File: config.mk
export PLATFORM = sky130hd
export DESIGN_NAME = instruction_memory_flat
export DESIGN_NICKNAME = d
export VERILOG_FILES = /design/src/rtl/imem_pkg.sv /design/src/rtl/instruction_memory_if.sv /design/src/rtl/imem_addr_check.sv /design/src/rtl/instruction_memory.sv /design/src/flat_wrapper.sv
export SDC_FILE = /design/constraint.sdc
export NUM_CORES = 2
export LEC_CHECK = 0
export BUFFER_PORTS_ARGS = -buffer_cell sky130_fd_sc_hd__buf_2
export CORE_ASPECT_RATIO = 0.9
export CORE_UTILIZATION = 57
export DETAILED_ROUTE_END_ITERATION = 8
export PLACE_DENSITY = 0.86
export SLEW_MARGIN = 20
export SYNTH_ARGS = -nofsm -noshare
export SYNTH_HDL_FRONTEND = slang
export SYNTH_SLANG_ARGS = --single-unit
File: constraint.sdc
create_clock -name clk -period 62.2 [get_ports clk]
set_input_delay 9.33 -clock clk [delete_from_list [all_inputs] [get_ports clk]]
set_output_delay 9.33 -clock clk [all_outputs]
set_load 0.03 [all_outputs]
File: src/rtl/imem_pkg.sv
// rtl/imem_pkg.sv - shared instruction-memory constants, default image and address helpers
package imem_pkg;

  localparam int unsigned IMEM_DEPTH = 64;
  localparam logic [31:0] IMEM_NOP   = 32'h0000_0000;

  // Default program image; every word not listed is a NOP.
  function automatic logic [31:0] imem_init(input int unsigned idx);
    case (idx)
      0:       return 32'h2001_0005;
      1:       return 32'h2002_000A;
      2:       return 32'h0022_1820;
      3:       return 32'hAC03_0000;
      4:       return 32'h0800_0000;
      default: return IMEM_NOP;
    endcase
  endfunction

  function automatic logic [31:0] imem_word_index(input logic [31:0] addr);
    return {2'b00, addr[31:2]};
  endfunction

  // Widened compare so DEPTH*4 never wraps.
  function automatic logic imem_in_range(input logic [31:0] addr, input int unsigned depth);
    logic [33:0] limit;
    limit = 34'(depth) << 2;
    return {2'b00, addr} < limit;
  endfunction

  function automatic logic imem_aligned(input logic [31:0] addr);
    return addr[1:0] == 2'b00;
  endfunction

endpackage

File: src/rtl/instruction_memory_if.sv
// rtl/instruction_memory_if.sv - fetch and load bus between the core/loader and the instruction store
interface instruction_memory_if;
  logic [31:0] address;
  logic [31:0] data;
  logic        load_en;
  logic [31:0] load_addr;
  logic [31:0] load_data;
  logic        fault;

  modport master (
    output address, load_en, load_addr, load_data,
    input  data, fault
  );

  modport slave (
    input  address, load_en, load_addr, load_data,
    output data, fault
  );
endinterface

File: src/rtl/imem_addr_check.sv
// rtl/imem_addr_check.sv - decodes a byte address into word index, range and alignment flags
module imem_addr_check
  import imem_pkg::*;
#(
  parameter int unsigned DEPTH = 64,
  localparam int unsigned IW   = $clog2(DEPTH)
) (
  input  logic [31:0]   addr,
  output logic          in_range,
  output logic          aligned,
  output logic [IW-1:0] index
);

  assign in_range = imem_in_range(addr, DEPTH);
  assign aligned  = imem_aligned(addr);
  assign index    = addr[IW+1:2];

endmodule

File: src/rtl/instruction_memory.sv
// rtl/instruction_memory.sv - word-organised instruction store with combinational fetch,
// synchronous load port and a registered bad-fetch fault flag
module instruction_memory
  import imem_pkg::*;
#(
  parameter int unsigned DEPTH      = 64,
  parameter int unsigned DATA_WIDTH = 32,
  localparam int unsigned IW        = $clog2(DEPTH)
) (
  input logic                  clk,
  input logic                  reset,
  instruction_memory_if.slave  bus
);

  logic [DATA_WIDTH-1:0] mem [DEPTH];

  logic          f_in_range, f_aligned;
  logic [IW-1:0] f_index;
  logic          l_in_range, l_aligned;
  logic [IW-1:0] l_index;
  logic          fault_q;

  imem_addr_check #(.DEPTH(DEPTH)) u_fetch_check (
    .addr     (bus.address),
    .in_range (f_in_range),
    .aligned  (f_aligned),
    .index    (f_index)
  );

  imem_addr_check #(.DEPTH(DEPTH)) u_load_check (
    .addr     (bus.load_addr),
    .in_range (l_in_range),
    .aligned  (l_aligned),
    .index    (l_index)
  );

  // Reset restores the full image, so storage stays in flops rather than a RAM macro.
  always_ff @(posedge clk or posedge reset) begin
    if (reset) begin
      for (int i = 0; i < int'(DEPTH); i++) begin
        mem[i] <= imem_init(unsigned'(i));
      end
      fault_q <= 1'b0;
    end else begin
      if (bus.load_en && l_in_range && l_aligned) begin
        mem[l_index] <= bus.load_data;
      end
      fault_q <= !(f_in_range && f_aligned);
    end
  end

  assign bus.data  = f_in_range ? mem[f_index] : IMEM_NOP;
  assign bus.fault = fault_q;

endmodule

File: src/flat_wrapper.sv
// flat-port wrapper written by rule: the top's interface ports become plain ports
module instruction_memory_flat import imem_pkg::*;
#(
  parameter int unsigned DEPTH      = 64,
  parameter int unsigned DATA_WIDTH = 32,
  localparam int unsigned IW        = $clog2(DEPTH)
)
  (clk, reset, bus_address, bus_load_en, bus_load_addr, bus_load_data, bus_data, bus_fault);
  instruction_memory_if bus_i ();
  input logic clk;
  input logic reset;
  input wire logic [$bits(bus_i.address)-1:0] bus_address;
  input wire logic [$bits(bus_i.load_en)-1:0] bus_load_en;
  input wire logic [$bits(bus_i.load_addr)-1:0] bus_load_addr;
  input wire logic [$bits(bus_i.load_data)-1:0] bus_load_data;
  output wire logic [$bits(bus_i.data)-1:0] bus_data;
  output wire logic [$bits(bus_i.fault)-1:0] bus_fault;
  assign bus_i.address = bus_address;
  assign bus_i.load_en = bus_load_en;
  assign bus_i.load_addr = bus_load_addr;
  assign bus_i.load_data = bus_load_data;
  assign bus_data = bus_i.data;
  assign bus_fault = bus_i.fault;
  instruction_memory #(.DEPTH(DEPTH), .DATA_WIDTH(DATA_WIDTH)) u_core (.clk(clk), .reset(reset), .bus(bus_i));
endmodule
* Yosys cells after proc, flatten, opt, wreduce, memory -nomap -nowiden
Cells that the tools add are included.
** Storage, ports and cells
- Register bits :: 2049
- Bits of input ports :: 99
- Logic and storage cells :: 86
** Operators by class
- $lt $le $gt $ge :: 5
- Mux-type cells :: 7
- Bitwise gates (word level) :: 2
- Reduce and logical (&&, ||, !) cells :: 7
** Operator list (number)
- 2048-bit bitwise mux :: 1
- 32-bit binary-select mux with 6-bit select :: 1
- 32-bit demux with 6-bit select :: 1
- 32-bit two-way mux :: 4
- 32-bit by 9-bit < comparator with 1-bit output, second input constant :: 2
- 7-bit >= comparator, second input constant :: 2
- 6-bit NOT with 7-bit output :: 2
- 7-bit by 1-bit < comparator with 1-bit output, second input constant :: 1
- 1-bit logical AND :: 4
- 2-bit logical NOT :: 2
- 1-bit logical NOT :: 1

* Longest topological paths before layout
- Depth in word-level cells :: 6
- Depth in mapped cells :: 11
- Mapped depth without buffers :: 5

* Cells and area by module
From an unflattened synthesis, not the netlist that was laid out.
** Second synthesis, totals
- Cell total of the unflattened synthesis :: 5807
- Area total of the unflattened synthesis :: 93367.0 um2
** Modules (own cells, without submodules)
- instruction_memory :: times used 1, cells an instance 5775, area each 93154.3 um2, sequential area each 51299.2 um2
- imem_addr_check :: times used 2, cells an instance 16, area each 106.4 um2, sequential area each 0.0 um2

* Worst setup path after synthesis
No wires, ideal clock.
- Kind :: input to output
- Start :: input bus_address[2]
- End :: output bus_data[20]
- Data arrival time :: 11601 ps
- Path slack :: 41269 ps
- Stages on the path :: 10
- Path buffers :: 5
- Path through :: buf_6 buf_6 buf_8 buf_8 buf_6 mux2i_1 a221oi_1 a22oi_1 a22o_1 a211oi_1
** On the way
- Cells in the longest elaborated chain, start to end :: 5
- Elaborated cells on any way between the ends :: 6
** Ends and longest elaborated chain
- from (decl) :: line flat_wrapper.sv:12 : input wire logic [$bits(bus_i.address)-1:0] bus_address;
- 6-bit NOT with 7-bit output (implied by the code) :: line instruction_memory.sv:52 : assign bus.data = f_in_range ? mem[f_index] : IMEM_NOP;
- 32-bit binary-select mux with 6-bit select :: line instruction_memory.sv:52
- 32-bit two-way mux (implied by the code) (2 in a row) :: line instruction_memory.sv:52
- 32-bit two-way mux * :: line instruction_memory.sv:52
- to (decl) :: line flat_wrapper.sv:16 : output wire logic [$bits(bus_i.data)-1:0] bus_data;
Every way passes the cells marked *; elsewhere a longest branch is shown, timed or not. The select of a mux whose other input is x is not followed.

* Final worst setup path
- Start :: input bus_address[2]
- End :: output bus_data[28]
Same word-level chain as after synthesis.

==> metrics <==
Synth Area per Inst=approximately 16 sq um; Die Width=about 430 um; overall routing resource usage=0.303; Post-Synth Adder-Cell Area=0; mux contribution to synthesized area=0.377; setup TNS=0 ns; Layout area overhead=9.03%; Ports=132; initial antenna violation count=20; maximum vdd drop=~22 uV; Synth Net Count=about 6.1k; CTS tree=done; Worst Skew=0 ns; YS warnings=0; CP endpoint kind=output pin; fin. max-slew vios=0; FF/Latch Area=51300 sq um; grt ovf=0; RSZ-0062 raised after global routing=false; instance count of the mapped netlist=around 6.0k; commonest non-fill, non-tap cell in the layout=dfrtp_1; combined area of the multi-input logic cells=~40000 sq um; Residual DRC=0; final worst slack=~38 ns; most frequent cells in the layout=2029 x dfrtp_1, 1965 x mux2_2, 441 x mux4_2; Fillers=11.1k; Post-CTS Setup Inserts=0; Leak=roughly 50 nW; most used cell, CP=buf_4; Achievable Freq=41.7 MHz; Starting Density=0.574; crit path max fanout=65; Rel. slew slack=0.211; max incr delay on CP=between 0.9 and 1 ns; WP data arrival=between 10 and 15 ns; remaining antenna violation count=0; htree depth=4; WL/cell=between 30 and 40 um; Buf/Inv on CP=5; Yosys reg bits=just over 2k; via count=around 55k; vias in the first global route=approximately 60k; Critical-path top delay cell=buf_4; post-synthesis sequential area ratio=0.544; clk buf depth=3; CTS Buf Count=a little under 200; worst path required time=52.87 ns; Core Box Area=164000 sq um; gpl congestion=between 0.8 and 0.9; HP Class=reg2reg; routed vias/inst=around 6.7; Worst Max-Slew Pin Slew=1.18 ns; top_reg_cell synth=dfrtp_1; power density cells=26.0 nW/um^2; Synth Area in XOR/XNOR=0; largest net degree at the start of global routing=between 150 and 200; die area=about 170000 sq um; CTS Sinks=approximately 2k; mapped cell area=~94000 sq um; cell family with most CP delay=buffers and inverters; ys async rst share=1.00; fin util=0.626; worst skew pair latency=about 0.84 ns; Core Rows=141; status=completed; NumNets Final=5939; Post-Synth Simple-Gate Area=0.0187; DRT Pass-1 Iters=6; 1st-iter DRT viols=between 5k and 6k; Crit Path Class=in2out; Hold Slack=slightly below 0.5 ns; Synth Area in Compound Gates=0.0261; global-route wire length before repair=roughly 380000 um; post-CTS sizing=0; Final min period=approximately 24 ns; Synth cell types=a little under 60; Setup Viol. Count Final=0; crit share post-route=0.385; Die Span Y=388 um; largest family of logic cells by synthesized area=multiplexers; # hold bufs at CTS=0; pre-CTS WS=approximately 38 ns; number of synthesized flops with an enable pin=0; Hold Fails Final Rpt=0; share of layout cells above drive strength 1=0.515; Post-DP HPWL=~140000 um; PortBufs=approximately 130; Reg clk slew, reported paths=roughly 0.05 ns; clk root buf=clkbuf_16; type of origin of the critical path=input port; final wirelength=approximately 250000 um; crit-path cells=buf_8, buf_4, buf_4, buf_4, mux4_2, mux4_2, a22o_1, a211o_1, buf_2; max cap viols=0
-- routing by layer --
| metal | share of wire | up-vias | GRT usage |
|---|---|---|---|
| met5 | 0.00018 | - | 0 |
| met1 | 0.38 | 29900 | 0.402 |
| li1 | - | 22100 | - |
| met4 | 0.056 | 8 | 0.168 |
| met2 | 0.47 | 2766 | 0.470 |
| met3 | 0.087 | 725 | 0.0634 |
-- metrics by stage --
step                      cells  area (sq um)  total power [mW]
after floorplan            5991         94300              1.45
after global placement     7850         96000              1.47
after detailed placement   7852         96000              1.47
after CTS                  8216        103000              2.68
after global routing       8231        103000              2.74
final                      8233        103000              2.67
-- path summary, 6_finish.rpt --
kind                                        from                to  slack (ns)  cells after the start
worst max register to register  u_core.mem[1195]  u_core.mem[1195]       61.38                      1
worst min register to register  u_core.mem[1292]  u_core.mem[1292]        0.48                      1
worst min-delay path            u_core.mem[1292]  u_core.mem[1292]        0.48                      1
max in group asynchronous                  reset   u_core.mem[537]       48.76                      8
worst max-delay path              bus_address[2]      bus_data[28]       38.23                      9
min in group asynchronous                  reset   u_core.mem[933]        8.78                      3
-- where the power goes --
| part | total (mW) | internal [mW] | switching [mW] |
|---|---|---|---|
| combinational | 0.115 | 0.0274 | 0.0880 |
| clock | 1.22 | 0.704 | 0.516 |
| sequential | 1.33 | 1.33 | 0.00000000598 |
| total | 2.67 | 2.06 | 0.604 |
-- area by class of cell --
type,count,area share
antenna,11,0.000268
clock inverter,65,0.00709
sequential,2049,0.499
timing repair buffer,278,0.0193
clock buffer,299,0.0571
multi-input combinational,3310,0.390
tap,2216,0.0270
inverter,5,0.000268
-- registers in the layout, summed over array words and instances (netlist names) --
signal            count
u_core.mem         2048
u_core.bus.fault      1
-- cells in the mapped netlist (all sizes together), types with 23 or more instances --
| cell type | instances | share of area |
|---|---|---|
| dfrtp | 2029 | 0.54 |
| nor2 | 55 | 0.0022 |
| buf | 341 | 0.023 |
| mux4 | 441 | 0.11 |
| a22o | 25 | 0.0023 |
| mux2i | 258 | 0.027 |
| clkbuf | 286 | 0.011 |
| a221oi | 97 | 0.0090 |
| nor3 | 46 | 0.0024 |
| mux2 | 2048 | 0.24 |
| o21ai | 47 | 0.0025 |
| nand2 | 31 | 0.0012 |
| a221o | 35 | 0.0037 |
| nor4 | 51 | 0.0084 |
| a21oi | 23 | 0.0012 |
-- cells by family (layout without fill, tap and decap cells) --
family                 Yosys count  after routing
buffers and inverters          632            647
other                            0             11
DFF                           2049           2049
muxes                         2747           2747
AOI/OAI and AO/OA              314            314
and+or+nand+nor                249            249
(Power assumes the default switching activity.)
